<file path="src/rtl/bcd_seg_source.sv">
// bcd_seg_source: converts a 0..99 binary value to two active-low 7-segment
// digit patterns by iterative double-dabble (one shift per clock). Values above
// 99 display dashes. The tens digit can be blanked when it is zero, and the
// whole display can be blinked with a programmable half-period.
//
// Handshake: load is a single-cycle request, accepted only on an edge where
// the FSM is in IDLE (busy=0 and not in UPDATE). Loads at other times are
// dropped, not queued. done pulses for one cycle when new segment values
// appear on seg0/seg1.
module bcd_seg_source #(
   parameter int BLINK_HALF = 25_000_000
) (
   input  logic       clk,
   input  logic       reset,
   input  logic       load,
   input  logic [6:0] value,
   input  logic       blank_lz,
   input  logic       blink_en,
   output logic       busy,
   output logic       done,
   output logic [6:0] seg0,
   output logic [6:0] seg1,
   output logic [1:0] state_dbg
);

   localparam logic [6:0] SEG_BLANK = 7'b1111111;
   localparam logic [6:0] SEG_DASH  = 7'b0111111;
   localparam int         CW        = $clog2(BLINK_HALF);

   typedef enum logic [1:0] {
      IDLE   = 2'd0,
      SHIFT  = 2'd1,
      UPDATE = 2'd2
   } state_t;

   state_t          state, state_nx;
   logic [6:0]      bin_sr;
   logic [7:0]      bcd;
   logic [2:0]      iter;
   logic            lz_q;
   logic            oor_q;
   logic [6:0]      disp0, disp1;
   logic            done_q;
   logic [CW-1:0]   blink_cnt;
   logic            phase;
   logic [7:0]      bcd_adj;

   function automatic logic [6:0] encode(input logic [3:0] d);
      logic [6:0] s;
      case (d)
         4'd0:    s = 7'b1000000;
         4'd1:    s = 7'b1111001;
         4'd2:    s = 7'b0100100;
         4'd3:    s = 7'b0110000;
         4'd4:    s = 7'b0011001;
         4'd5:    s = 7'b0010010;
         4'd6:    s = 7'b0000010;
         4'd7:    s = 7'b1111000;
         4'd8:    s = 7'b0000000;
         4'd9:    s = 7'b0010000;
         default: s = SEG_BLANK;
      endcase
      return s;
   endfunction

   // State register
   always_ff @(posedge clk) begin
      if (reset) state <= IDLE;
      else       state <= state_nx;
   end

   // Next-state logic: SHIFT lingers one cycle with iter==0 before UPDATE
   always_comb begin
      state_nx = state;
      case (state)
         IDLE:    if (load) state_nx = SHIFT;
         SHIFT:   if (iter == 3'd0) state_nx = UPDATE;
         UPDATE:  state_nx = IDLE;
         default: state_nx = IDLE;
      endcase
   end

   // FSM-derived outputs
   always_comb begin
      busy      = (state == SHIFT);
      state_dbg = state;
   end

   // Add-3 correction applied to each BCD nibble before the shift
   always_comb begin
      bcd_adj = bcd;
      if (bcd[3:0] >= 4'd5) bcd_adj[3:0] = bcd[3:0] + 4'd3;
      if (bcd[7:4] >= 4'd5) bcd_adj[7:4] = bcd[7:4] + 4'd3;
   end

   // Conversion datapath, display registers and done pulse
   always_ff @(posedge clk) begin
      if (reset) begin
         bin_sr <= '0;
         bcd    <= '0;
         iter   <= '0;
         lz_q   <= 1'b0;
         oor_q  <= 1'b0;
         disp0  <= SEG_BLANK;
         disp1  <= SEG_BLANK;
         done_q <= 1'b0;
      end else begin
         done_q <= 1'b0;
         case (state)
            IDLE: begin
               if (load) begin
                  bin_sr <= value;
                  bcd    <= '0;
                  iter   <= 3'd7;
                  lz_q   <= blank_lz;
                  oor_q  <= (value > 7'd99);
               end
            end
            SHIFT: begin
               if (iter != 3'd0) begin
                  bcd    <= {bcd_adj[6:0], bin_sr[6]};
                  bin_sr <= {bin_sr[5:0], 1'b0};
                  iter   <= iter - 3'd1;
               end
            end
            UPDATE: begin
               done_q <= 1'b1;
               if (oor_q) begin
                  disp0 <= SEG_DASH;
                  disp1 <= SEG_DASH;
               end else begin
                  disp0 <= encode(bcd[3:0]);
                  disp1 <= (lz_q && bcd[7:4] == 4'd0) ? SEG_BLANK : encode(bcd[7:4]);
               end
            end
            default: ;
         endcase
      end
   end

   // Blink timebase: counter and phase held at zero while blinking is off
   always_ff @(posedge clk) begin
      if (reset || !blink_en) begin
         blink_cnt <= '0;
         phase     <= 1'b0;
      end else if (blink_cnt == CW'(BLINK_HALF - 1)) begin
         blink_cnt <= '0;
         phase     <= ~phase;
      end else begin
         blink_cnt <= blink_cnt + 1'b1;
      end
   end

   // Blink gating on the registered display
   always_comb begin
      done = done_q;
      seg0 = (blink_en && phase) ? SEG_BLANK : disp0;
      seg1 = (blink_en && phase) ? SEG_BLANK : disp1;
   end

endmodule

</file>
<file path="config.mk">
export PLATFORM = sky130hd
export DESIGN_NAME = bcd_seg_source
export DESIGN_NICKNAME = d
export VERILOG_FILES = /design/src/rtl/bcd_seg_source.sv
export SDC_FILE = /design/constraint.sdc
export NUM_CORES = 1
export LEC_CHECK = 0
export ABC_AREA = 1
export BUFFER_PORTS_ARGS = -buffer_cell sky130_fd_sc_hd__buf_4
export CAP_MARGIN = 20
export CORE_UTILIZATION = 30
export CTS_CLUSTER_SIZE = 14
export DETAILED_ROUTE_END_ITERATION = 10
export GPL_TIMING_DRIVEN = 0
export PLACE_DENSITY = 0.49
export SLEW_MARGIN = 5
export SYNTH_ARGS = -nofsm -noshare
export SYNTH_HDL_FRONTEND = slang
export SYNTH_SLANG_ARGS = --single-unit
</file>
<file path="constraint.sdc">
create_clock -name clk -period 4.5 [get_ports clk]
set_clock_uncertainty 0.1 [all_clocks]
set_input_delay 1.35 -clock clk [delete_from_list [all_inputs] [get_ports clk]]
set_output_delay 1.35 -clock clk [all_outputs]
set_load 0.02 [all_outputs]
</file>
==> impl_metrics.yaml <==
setup_path:
  cp.arrival_ns: 2.29
  reg2reg_depth: 14
  critPathRequiredTime_ns: 3.05
  crit_type: "in -> out"
  reg2reg_from: "iter[0]"
  cpPeakStageDelay_ns: 0.38
  rrSetupSlack_ns: 2.25
  worstPathMaxFanout: 10
  cp-start-kind: "input port"
  crit_path_top_delay_cell: "clkbuf_1"
  cp_cell_sequence: "buf_4 > nand2_1 > clkbuf_1 > nand2_1 > buf_4"
  endpoint_kind: "primary output"
hold_path:
  hold_path_depth: 2
  hold_class: "reg -> reg"
  holdPathEnd: "disp1[4]"
finish:
  area_growth_pct: 18.5
  antennaDiodeCount: 0
  layout.cells.most_common: "nand2_1"
  nNetsFinal: 601
  final_area_mm2: 0.00459
  drive_gt1_frac: 0.146
  layout_common_cells: "nand2_1, dfxtp_1, inv_1"
floorplan:
  die_area_mm2: 0.0134
  start_util: 0.307
  fp.dieH_um: 116
  die_x_um: 116
  core_mm2: 0.0126
  rows: 41
  io_pins: 30
clock_network:
  clock-root-buffer: "clkbuf_16"
  holdBufCountCts: 0
  clock-sinks: 77
  post-cts-setup-buffers: 0
  cts.htree.levels: 3
  tritoncts: "built"
  clkLatencyLatePin_ns: 0.34
  clkTransAtPathRegs_ns: 0.05
  cts_inserted_buffers: 9
  cts_resized: 0
  clock_path_buffers: 2
placed_design:
  place.gp.congestion: 0.810
  numPortBuffers: 28
  placed_cell_area_mm2: 0.00430
  detailedPlacementHpwl_um: 6680
synthesis:
  synth_cells: 532
  yosysSeqAreaShare: 0.398
  synth_nets: 562
  synthArstFlopShare: 0
  ys_seq_elements: 77
  avgSynthCellArea_um2: 7.28
  ys_warn_count: 0
  ys_types: 36
  syn_area_mm2: 0.00387
  synth_edf_count: 0
  synthFlopType: "dfxtp_1"
global_routing:
  grt_pass1_wl_um: 14700
  track_usage: 0.143
  antenna_found_initial: 0
  grt_start_max_net_pins: 12
  gr-total-overflow: 0
  first_global_vias: 3162
sta:
  max_slew_margin: 0.617
  period_needed_ns: 3.74
  period_share: 0.832
  max_freq_ghz: 0.267
  rsz0062_at_grt: "no"
  worst_pin_slew_ns: 0.573
  timing.hold.ws_ns: 0.345
  slew_viol_final: 0
  setup_viol: 0
  fin_tns_setup_ns: 0
  hold_viol_final: 0
detailed_routing:
  drt-met1-wl_um: 4190
  dr_wl_met2_um: 3920
  wl_met3_um: 402
  initialDrtViolationCount: 124
  top_layer_used: "met4"
  drtAntennaViolNets: 0
  firstDrtPassIters: 4
  wl_per_cell_um: 11.6
  routed_wl_um: 8640
  drc: 0
  vias: 3372
  post_drt_via_cell_ratio: 4.51
run_status:
  run_status: "completed"
flow_run:
  drv_cap: 0
power:
  leakagePower_nw: 2.01
  power.density_mw_per_mm2: 338
  peakVddDrop_mv: 0.197
==> worst max-delay path by stage <==
stage	from	end	slack, ns
after floorplan	blink_en	seg0[2]	1.12
after global placement	blink_en	seg1[1]	0.71
after detailed placement	blink_en	seg1[1]	0.71
after CTS	blink_en	seg1[3]	0.71
after global routing	blink_en	seg0[5]	0.62
final	blink_en	seg1[1]	0.76
==> power by group <==
part           internal (mW)  total (mW)  switching (mW)  leakage, nW
Combinational         0.0522       0.135          0.0830         1.24
Clock                  0.435       0.705           0.271        0.143
Sequential             0.701       0.712          0.0107        0.624
==> Yosys cell counts, types with 2 or more instances <==
cell type	number	area share
nand2_1	149	0.14
dfxtp_1	77	0.40
inv_1	64	0.062
nor2_1	50	0.048
nand3_1	36	0.047
a21oi_1	18	0.023
ha_1	18	0.058
nand4_1	13	0.021
nand2_2	12	0.019
o22ai_1	12	0.019
nor3_1	9	0.012
inv_2	7	0.0068
nand3b_1	7	0.014
xor2_1	7	0.016
o21ai_0	6	0.0078
a31oi_1	5	0.0081
clkbuf_1	5	0.0048
xnor2_1	5	0.011
nand3_2	4	0.010
o21ai_2	4	0.0090
buf_2	3	0.0039
buf_6	3	0.0087
nor2_2	2	0.0032
nor2_4	2	0.0058
nor3b_1	2	0.0039
o211ai_1	2	0.0039
==> through the flow <==
step	total power [mW]	std cells	util	setup slack [ns]
finish	1.55	748	0.364	0.756
floorplan	0.817	532	-	1.12
global placement	0.862	732	0.341	0.706
CTS	1.58	748	0.364	0.708
detailed placement	0.865	732	0.341	0.709
global route	1.62	748	0.364	0.620
==> worst max-delay path, delay by kind of cell <==
kind,cells,cell delay [ns]
buffers and inverters,3,0.69
and+or+nand+nor,2,0.26
==> routing by layer <==
metal / vias up / GRT usage
met1: 1542 / 0.176
met5: - / 0
met4: 0 / 0.0530
li1: 1778 / -
met3: 8 / 0.0460
met2: 44 / 0.233
==> cells by family after synthesis <==
logic type                 count (synthesis)  share of synthesized area
and+or+nand+nor                          290                      0.341
buffers and inverters                     83                     0.0914
DFF                                       77                      0.398
AOI/OAI and AO/OA                         52                     0.0843
adders and majority gates                 18                     0.0582
xor gates and xnor gates                  12                     0.0271
==> cell type report <==
cell class / instances / area (µm²)
plain buffers: 12 / 87.6
repair buffers: 28 / 210
multi-input cells: 372 / 1980
clock buffers: 16 / 292
well taps: 172 / 215
inverters: 71 / 267
fillers: 1363 / 8030
flip-flops and latches: 77 / 1540
Power figures use the tool's default switching activity.
